`src/rtl/console_tx.sv`:
```
// console_tx: FIFO-buffered framed character transmitter (start=0, stop=all ones).
// Optional simulation echo of transmitted text: define CONSOLE_TX_SIM_ECHO_EN.
module console_tx #(
  parameter int CHAR_WIDTH   = 7,
  parameter int DEPTH        = 16,
  parameter int CLKS_PER_SYM = 1
) (
  input  logic                         clk,
  input  logic                         reset,
  input  logic                         wr_en,
  input  logic [CHAR_WIDTH-1:0]        wr_char,
  input  logic                         wr_eom,
  input  logic                         ovf_clr,
  output logic                         full,
  output logic [$clog2(DEPTH+1)-1:0]   count,
  output logic                         busy,
  output logic                         overflow,
  output logic [CHAR_WIDTH-1:0]        tx
);

  localparam int PW = $clog2(DEPTH);
  localparam int CW = $clog2(DEPTH + 1);
  localparam int SW = (CLKS_PER_SYM > 1) ? $clog2(CLKS_PER_SYM) : 1;
  localparam logic [SW-1:0] SYM_LAST = SW'(CLKS_PER_SYM - 1);
  localparam logic [CW-1:0] CNT_FULL = CW'(DEPTH);

  typedef enum logic [1:0] {IDLE, START, DATA, STOP} state_t;

  state_t state, state_next;

  logic [CHAR_WIDTH:0]   mem [DEPTH];
  logic [PW-1:0]         wr_ptr, rd_ptr;
  logic [SW-1:0]         sym_cnt;
  logic                  eom_q, eom_next;
  logic [CHAR_WIDTH-1:0] tx_next;
  logic [CHAR_WIDTH-1:0] head_char;
  logic                  head_eom;
  logic [CW-1:0]         count_next;
  logic                  push, pop;
  logic                  sym_done, empty;

  assign {head_eom, head_char} = mem[rd_ptr];
  assign push     = wr_en && !full;
  assign empty    = (count == '0);
  assign sym_done = (sym_cnt == SYM_LAST);
  assign busy     = (state != IDLE);

  always_comb begin
    count_next = count;
    unique case ({push, pop})
      2'b10:   count_next = count + CW'(1);
      2'b01:   count_next = count - CW'(1);
      default: count_next = count;
    endcase
  end

  // Pops happen only on DATA entry; count is known non-zero there.
  always_comb begin
    state_next = state;
    tx_next    = tx;
    eom_next   = eom_q;
    pop        = 1'b0;
    unique case (state)
      IDLE: begin
        tx_next = '1;
        if (!empty) begin
          state_next = START;
          tx_next    = '0;
        end
      end
      START: begin
        if (sym_done) begin
          state_next = DATA;
          pop        = 1'b1;
          tx_next    = head_char;
          eom_next   = head_eom;
        end
      end
      DATA: begin
        if (sym_done) begin
          if (eom_q || empty) begin
            state_next = STOP;
            tx_next    = '1;
          end else begin
            state_next = DATA;
            pop        = 1'b1;
            tx_next    = head_char;
            eom_next   = head_eom;
          end
        end
      end
      STOP: begin
        if (sym_done) begin
          if (!empty) begin
            state_next = START;
            tx_next    = '0;
          end else begin
            state_next = IDLE;
            tx_next    = '1;
          end
        end
      end
      default: begin
        state_next = IDLE;
        tx_next    = '1;
      end
    endcase
  end

  always_ff @(posedge clk) begin
    if (push)
      mem[wr_ptr] <= {wr_eom, wr_char};
  end

  always_ff @(posedge clk) begin
    if (!reset) begin
      state    <= IDLE;
      tx       <= '1;
      eom_q    <= 1'b0;
      wr_ptr   <= '0;
      rd_ptr   <= '0;
      count    <= '0;
      full     <= 1'b0;
      overflow <= 1'b0;
      sym_cnt  <= '0;
    end else begin
      state <= state_next;
      tx    <= tx_next;
      eom_q <= eom_next;
      if (push)
        wr_ptr <= wr_ptr + PW'(1);
      if (pop)
        rd_ptr <= rd_ptr + PW'(1);
      count <= count_next;
      full  <= (count_next == CNT_FULL);
      if (ovf_clr)
        overflow <= 1'b0;
      else if (wr_en && full)
        overflow <= 1'b1;
      // Every non-idle transition lands on sym_done, so this restarts per entry.
      if (state == IDLE || sym_done)
        sym_cnt <= '0;
      else
        sym_cnt <= sym_cnt + SW'(1);
    end
  end

`ifdef CONSOLE_TX_SIM_ECHO_EN
  always_ff @(posedge clk) begin
    if (reset) begin
      if (pop)
        $write("%c", 8'(head_char));
      if (state == DATA && state_next == STOP && eom_q)
        $write("\n");
    end
  end
`else
  // no simulator output in this build
`endif

endmodule

```
`config.mk`:
```
export PLATFORM = sky130hd
export DESIGN_NAME = console_tx
export DESIGN_NICKNAME = d
export VERILOG_FILES = /design/src/rtl/console_tx.sv
export SDC_FILE = /design/constraint.sdc
export NUM_CORES = 1
export LEC_CHECK = 0
export CAP_MARGIN = 20
export CORE_ASPECT_RATIO = 1.1
export CORE_MARGIN = 1
export CORE_UTILIZATION = 45
export DETAILED_ROUTE_END_ITERATION = 8
export PLACE_DENSITY = 0.6
export SYNTH_ARGS = -nofsm -noshare
export SYNTH_HDL_FRONTEND = slang
export SYNTH_SLANG_ARGS = --single-unit
```
`constraint.sdc`:
```
create_clock -name clk -period 3.7 [get_ports clk]
set_input_delay 0.555 -clock clk [delete_from_list [all_inputs] [get_ports clk]]
set_output_delay 0.555 -clock clk [all_outputs]
set_load 0.005 [all_outputs]
```
==> run metrics, run 1 <==
outcome=completed; worst reg-to-reg path cell count=11; cts repair resizes=0; minimum clock period=3.52 ns; fmax=0.284 GHz; Final Max Slew Viols=0; syn avg cell area=16.5 sq um; FF-to-FF End=full; routed via count=3490; Starting Density=46.4%; Syn Inst Count=392; Worst Path Required=4.03 ns; drc violations=0; critical path endpoint=full; reg2reg start=state[1]; Hold Crit Class=reg2reg; total power=4.56 mW; FF/Latch Area=4450 sq um; # IOs=27; Buffers on Ports=26; worst setup path class=reg2reg; Finished Cell Area=7620 sq um; Crit. Startpoint=state[1]; CTS tree=yes; clock buffer depth=2; pwr dens=598 nW/um^2; Row Count=45; post-DR wirelength/cell=19.3 um; Worst VDD drop=313 uV; Main synth FF type=edfxtp_1; yosys warns=0; Routed Antenna Nets=0; CTS clk-pin slew, worst paths=0.07 ns; P&R area growth vs syn=18.2%; share of layout cells above drive strength 1=21.8%; sequential fraction of the synthesis area=68.9%; area of the multi-input gates=1890 sq um; setup bufs post-CTS=0; worst-margin pin slew=0.887 ns; Core Util, Final=54.8%; clock sinks=158; Setup crit end kind=flip-flop; Total GRT Usage=18.5%; Reg2Reg Setup Slack=0.18 ns; vias in the first global route=3501; die footprint=14800 sq um; FF+latch count, synth=158; DP Wirelength=8250 um; non-filler cells, final=637; Sum Neg Setup Slack=0 ns; antenna diode count=0; RSZ-0062 raised after global routing=false; initial antenna violation count=0; Vias/cell=5.48; Final nets=459; Final Hold Viols=0; cts bufs inserted=17; fill count=1131; largest net degree at the start of global routing=21; Max-Cap Viols=0; Worst slew margin=40.7%; worst-skew pair later-pin latency=0.42 ns; first-pass GRT wire length=19500 um; setup violators final=0; CTS Root Cell=clkbuf_16; placed insts=605; Worst setup SP type=flip-flop; Total Wirelength=12300 um; critical path fanouts, max=8; Cell Area, Synth=6450 sq um; asr flop ratio synth=0%; placed cell area=7000 sq um; Die H=128 um; Leak Pwr=2.52 nW; CP Data Arrival Time=3.85 ns; H-tree levels=4; GP Congestion=0.800; DR iter-0 viols=307; drt first pass iters=4; # hold bufs at CTS=0; syn_nets=415; Core Area=13900 sq um; Setup Skew=0.00722 ns; Synth cell types=46; die width=116 um; Post-synth EDFFs=128; period utilization=95.2%; grt total ovfl=0
-- worst min path at each step --
stage,slack [ns],start,cells past startpoint,to
global placement,0.48,tx[2],2,tx[2]
finish,0.49,tx[2],2,tx[2]
floorplan,0.47,rd_ptr[3],2,flip-flop
CTS,0.50,tx[2],2,tx[2]
global route,0.54,tx[0],2,tx[0]
detailed placement,0.48,tx[2],2,tx[2]
-- placed cells by master, fill, tap and decap left out, types with 2 or more instances in the layout --
cell type | Yosys | routed
edfxtp_1 | 128 | 128
nor2_1 | 39 | 39
mux4_2 | 36 | 36
dfxtp_1 | 30 | 29
clkdlybuf4s50_1 | 0 | 26
buf_4 | 1 | 18
clkbuf_16 | 0 | 17
nand2_1 | 15 | 15
a21oi_1 | 14 | 14
ha_1 | 11 | 11
nor3_1 | 10 | 10
o21ai_0 | 9 | 9
a22oi_1 | 9 | 9
inv_1 | 8 | 8
nand3_1 | 8 | 8
xor2_1 | 6 | 6
nor2b_1 | 5 | 5
nand2b_1 | 4 | 4
xnor2_1 | 4 | 4
mux2i_1 | 3 | 3
and2_1 | 3 | 3
o31ai_1 | 3 | 3
o21a_1 | 3 | 3
inv_8 | 0 | 3
clkinvlp_4 | 0 | 3
bufinv_16 | 0 | 3
inv_6 | 0 | 3
or4_4 | 2 | 2
o31a_1 | 2 | 2
o22ai_1 | 2 | 2
nand4_1 | 2 | 2
-- registers in the layout, summed over array words and instances, names as in the netlist, named ones only --
| signal | cells |
|---|---|
| mem | 128 |
| tx | 7 |
| count | 5 |
| rd_ptr | 4 |
| wr_ptr | 4 |
| state | 2 |
| eom_q | 1 |
| full | 1 |
| overflow | 1 |
| sym_cnt | 1 |
-- cell type report --
cell class	instances	area share, %
timing repair buffer	44	5.19
inverter	8	0.394
multi-input combinational	207	24.8
clock buffer	17	5.58
clock inverter	15	2.66
tap	188	3.09
sequential	158	58.3
-- critical path: stages, from the launching register on --
cell,delay (ns)
dfxtp_1,0.36
inv_1,0.09
ha_1,0.29
or4_4,0.60
and2_2,0.21
xor2_1,0.14
ha_1,0.22
or4_2,0.70
nor3_1,0.26
o21ai_0,0.14
a41oi_2,0.21
nor4b_4,0.21
-- cells in the mapped netlist (8+ instances only) --
cell type	number	area, sq um
a22oi_1	9	67.6
nor3_1	10	50.1
dfxtp_1	30	601
nand2_1	15	56.3
edfxtp_1	128	3840
a21oi_1	14	70.1
ha_1	11	138
o21ai_0	9	45.0
nor2_1	39	146
clkbuf_1	12	45.0
nand3_1	8	40.0
mux4_2	36	811
inv_1	8	30.0
-- routing by layer --
metal | routed length (um) | GRT usage (%) | vias up
li1 | - | - | 1613
met1 | 5490 | 24.7 | 1802
met2 | 6290 | 30.7 | 62
met3 | 356 | 3.56 | 13
met4 | 145 | 5.88 | 0
met5 | 0 | 0 | -
-- cell families (layout without fill, tap and decap cells) --
| family | count (synthesis) | in the layout | synth area share (%) |
|---|---|---|---|
| other cells | 1 | 1 | 0.0581 |
| xor+xnor | 10 | 10 | 1.36 |
| compound gates | 49 | 49 | 5.10 |
| simple gates | 97 | 97 | 7.60 |
| fa+ha+maj | 11 | 11 | 2.13 |
| buf+inv | 27 | 84 | 1.80 |
| mux | 39 | 39 | 13.0 |
| flops | 158 | 158 | 68.9 |
-- stage by stage --
stage,setup slack [ns],hold WS (ns)
6_report,0.178,0.492
5_1_grt,0.0398,0.540
4_1_cts,0.217,0.497
3_5_place_dp,0.0609,0.481
3_3_place_gp,0.203,0.479
2_1_floorplan,0.449,0.472
-- power by group --
part	leakage (nW)	switching [mW]	internal (mW)	total, mW
logic	0.814	0.351	0.325	0.676
registers	1.40	0.0652	2.00	2.07
clock network	0.299	0.734	1.09	1.82
Power figures use the tool's default switching activity.
==> run 2: changes to the inputs <==
==> constraint.sdc (replaced) <==
create_clock -name clk -period 3.7 [get_ports clk]
set_input_delay 0.37 -clock clk [delete_from_list [all_inputs] [get_ports clk]]
set_output_delay 0.37 -clock clk [all_outputs]
set_load 0.005 [all_outputs]
==> run 2 against run 1 <==
Compared with the run above:
- sequential share of layout area rose by 0.73 points
- design area down 1.2%
- combinational power shrank 2%
- sequential power about the same
- largest power group unchanged
- routed wire length grew 2.0%
- hold slack got worse by 0.0011 ns
- clock skew is 0.0083 ns higher
==> run metrics, run 2 (synthesis results as in run 1) <==
P_int=3.32 mW; first-pass GRT wire length=19800 um; fill count=1144; Worst Path Required=4.04 ns; # IOs=27; DR iter-0 viols=327; DP Wirelength=8300 um; FF/Latch Area=4450 sq um; period utilization=93.0%; Max-Cap Viols=0; Reg with most FFs=mem; Die H=128 um; total power=4.46 mW; die width=116 um; CP Data Arrival Time=3.78 ns; max FFs per register=128; Vias/cell=5.38; cts repair resizes=0; GP Congestion=0.784; grt total ovfl=0; share of layout cells above drive strength 1=20.6%; setup violators final=0; cts bufs inserted=17; drc violations=0; P_sw=1.14 mW; RSZ-0062 raised after global routing=false; die footprint=14800 sq um; P&R area growth vs syn=16.7%; minimum clock period=3.44 ns; Final nets=452; Worst VDD drop=300 uV; critical path fanouts, max=8; worst setup path class=reg2reg; Routed Antenna Nets=0; H-tree levels=4; Total Wirelength=12500 um; combinational power share=14.9%; non-filler cells, final=630; vias in the first global route=3538; routed via count=3388; Starting Density=46.4%; Sw Ratio=25.5%; antenna diode count=0; worst-skew pair later-pin latency=0.42 ns; clock power share=38.7%; Row Count=45; clock buffer depth=2; Final Hold Viols=0; drt first pass iters=5; placed insts=598; Setup crit end kind=flip-flop; Leak Pwr=2.45 nW; pwr dens=593 nW/um^2; CTS tree=yes; Setup Skew=0.0156 ns; outcome=completed; clock sinks=158; CTS Root Cell=clkbuf_16; Total GRT Usage=18.8%; setup bufs post-CTS=0; Final Max Slew Viols=0; DP Worst Slack=0.230 ns; Worst slew margin=38.6%; # hold bufs at CTS=0; most common cell after layout, fill and taps aside=edfxtp_1; Hold Crit Class=reg2reg; area of the multi-input gates=1890 sq um; post-DR wirelength/cell=19.9 um; Core Area=13900 sq um; largest net degree at the start of global routing=21; part of the power in registers=46.4%; initial antenna violation count=0; most frequent cells in the layout=edfxtp_1 (128), nor2_1 (39), mux4_2 (36); biggest regs=mem (128), tx (7), count (5); Sum Neg Setup Slack=0 ns; fmax=0.291 GHz; CTS clk-pin slew, worst paths=0.06 ns; Buffers on Ports=26; Worst Setup Slack, final=0.259 ns; Worst setup SP type=flip-flop; worst-margin pin slew=0.917 ns
## run 2: changes by cell type in the layout (fill, tap and decap cells not counted)
cell,before,now
buf_4,18,11
clkinvlp_4,3,6
inv_8,3,1
bufinv_16,3,2
clkinv_2,1,2
clkinv_8,1,0
## run 2: worst max-delay path, cell delays in order, from the launching register on
cell	delay (ns)
dfxtp_1	0.36
inv_1	0.09
ha_1	0.28
or4_4	0.59
and2_2	0.21
xor2_1	0.14
ha_1	0.23
or4_2	0.68
nor3_1	0.22
o21ai_0	0.15
a41oi_2	0.21
nor4b_4	0.20
## run 2: power by group through the flow
| stage | sequential, mW | combinational [mW] | clock [mW] |
|---|---|---|---|
| 5_1_grt | 2.08 | 0.752 | 1.82 |
| 6_report | 2.07 | 0.665 | 1.73 |
| 3_3_place_gp | 2.10 | 0.654 | 0 |
| 2_1_floorplan | 2.08 | 0.461 | 0 |
| 4_1_cts | 2.07 | 0.670 | 1.74 |
| 3_5_place_dp | 2.11 | 0.668 | 0 |
## run 2: layout make-up
cell class                 count  area share [%]
inverter                       8           0.399
sequential                   158            59.0
multi-input combinational    207            25.1
tap                          188            3.12
clock inverter                15            2.14
timing repair buffer          37            4.55
clock buffer                  17            5.65
## run 2: through the flow
stage | utilization [%] | hold WS, ns | cell area, sq um
6_report | 54.1 | 0.491 | 7530
5_1_grt | 54.1 | 0.497 | 7530
4_1_cts | 54.1 | 0.490 | 7530
3_5_place_dp | 49.9 | 0.484 | 6940
3_3_place_gp | 49.9 | 0.479 | 6940
2_1_floorplan | - | 0.432 | 6450
## run 2: final timing paths
kind	slack, ns	end	cells past startpoint	startpoint
setup / recovery	0.26	full	11	state[1]
setup reg to reg	0.26	full	11	state[1]
hold reg to reg	0.49	tx[2]	2	tx[2]
hold / removal	0.49	tx[2]	2	tx[2]
## run 2: metal layers
metal | share of wire, % | global-route usage [%] | vias up | wire length (um)
met4 | 0.44 | 5.88 | 0 | 55
met2 | 51 | 31.4 | 64 | 6410
met1 | 44 | 24.7 | 1721 | 5520
met3 | 4.3 | 3.84 | 2 | 537
met5 | 0 | 0 | - | 0
li1 | - | - | 1601 | -
==> run 3: changes to the inputs <==
Settings changed: CORE_UTILIZATION 45 to 60, PLACE_DENSITY 0.6 to 0.77.
==> run 3 against run 2 <==
Compared with the run above:
- maximum frequency shrank 0.69%
- largest power group unchanged
- largest cell class unchanged
- count of clock-buffer cells in the layout grew 3
- worst setup slack lost 0.024 ns
==> run metrics, run 3 (synthesis results as in run 1) <==
outcome=completed; cells along the critical path=inv_1 > ha_1 > or4_4 > and2_2 > xor2_1 > ha_1 > or4_2 > nor3_1 > o21ai_0 > a41oi_2 > nor4b_4; clock buffer depth=2; Worst VDD drop=513 uV; Vias/cell=6.08; # hold bufs at CTS=0; Row Count=39; clock power share=39.0%; antenna diode count=0; Top cell by count, worst path=ha_1; Worst Path Required=4.04 ns; Crit path largest cell delay=0.68 ns; post-DR wirelength/cell=21.4 um; Top delay family on crit path=simple AND/OR/NAND/NOR gates; grt total ovfl=0; Total GRT Usage=24.7%; share of layout cells above drive strength 1=19.5%; CP Data Arrival Time=3.80 ns; non-filler cells, final=584; Core Area=10400 sq um; fmax=0.289 GHz; H-tree levels=4; die width=101 um; DR iter-0 viols=242; clock sinks=158; Sw Ratio=24.6%; worst setup path class=reg2reg; vias in the first global route=3636; Setup crit end kind=flip-flop; Max-Cap Viols=0; die footprint=11200 sq um; placed insts=552; worst hold slack=0.498 ns; cts bufs inserted=17; Die H=111 um; P_int=3.39 mW; cts repair resizes=0; total power=4.50 mW; Buf+Inv Stages, Crit Path=1; # IOs=27; Setup Skew=0.00832 ns; Max stage delay cell, worst path=or4_2; FF/Latch Area=4450 sq um; Final Max Slew Viols=0; combinational power share=14.9%; CTS tree=yes; initial antenna violation count=0; routed via count=3553; max FFs per register=128; CTS Root Cell=clkbuf_16; Routed Antenna Nets=0; Worst Setup Slack, final=0.235 ns; area of the multi-input gates=1890 sq um; Hold Crit Class=in2reg; setup violators final=0; fill count=700; placed cell area=6880 sq um; setup bufs post-CTS=0; RSZ-0062 raised after global routing=false; P_sw=1.10 mW; Total Wirelength=12500 um; CTS clk-pin slew, worst paths=0.06 ns; Final nets=451; Finished Cell Area=7480 sq um; Worst setup SP type=flip-flop; biggest regs=mem (128), tx (7), count (5); most common cell after layout, fill and taps aside=edfxtp_1; DP Worst Slack=0.255 ns; Buffers on Ports=26; worst-skew pair later-pin latency=0.42 ns; Starting Density=61.8%; Worst slew margin=33.7%; drt first pass iters=5; Core Util, Final=71.6%; most frequent cells in the layout=edfxtp_1 (128), nor2_1 (39), mux4_2 (36); Reg with most FFs=mem; drc violations=0; period utilization=93.6%; Sum Neg Setup Slack=0 ns; DP Wirelength=8000 um; part of the power in registers=46.1%; critical path fanouts, max=8; first-pass GRT wire length=19400 um; GP Congestion=0.831; P&R area growth vs syn=15.9%; largest net degree at the start of global routing=22; Final Hold Viols=0; worst-margin pin slew=0.991 ns; minimum clock period=3.46 ns; Leak Pwr=2.46 nW; pwr dens=602 nW/um^2
[run 3: routing by layer]
layer  wire length (um)  share of wire, %  vias up  global-route usage [%]
met5                  0                 0        -                       0
met4                274               2.2        0                    10.5
met3                669               5.4       23                    5.11
met2               6490                52      132                    41.4
met1               5060                40     1799                    31.3
li1                   -                 -     1599                       -
[run 3: final timing paths]
check | startpoint | to | slack [ns] | cells past startpoint
setup reg to reg | state[1] | full | 0.24 | 11
hold reg to reg | tx[0] | tx[0] | 0.50 | 2
setup / recovery | state[1] | full | 0.24 | 11
hold / removal | ovf_clr | overflow | 0.50 | 2
[run 3: worst register-to-register path, delay by kind of cell (launching register included)]
family,cells,cell delay [ns]
AOI/OAI and AO/OA,2,0.35
xor gates and xnor gates,1,0.14
adders and majority gates,2,0.51
buffers and inverters,1,0.09
DFF,1,0.38
and+or+nand+nor,5,1.92
[run 3: power groups by stage]
stage          sequential [mW]  clock [mW]  combinational, mW
6_report                  2.07        1.76              0.671
5_1_grt                   2.08        1.83              0.740
4_1_cts                   2.07        1.77              0.672
3_5_place_dp              2.11           0              0.667
3_3_place_gp              2.10           0              0.644
2_1_floorplan             2.08           0              0.461
[run 3: cell type report]
| class | count | area share (%) |
|---|---|---|
| Inverter | 8 | 0.402 |
| Clock buffer | 20 | 5.84 |
| Multi-Input combinational cell | 207 | 25.3 |
| Clock inverter | 12 | 2.14 |
| Tap cell | 143 | 2.39 |
| Sequential cell | 158 | 59.5 |
| Timing Repair Buffer | 36 | 4.49 |
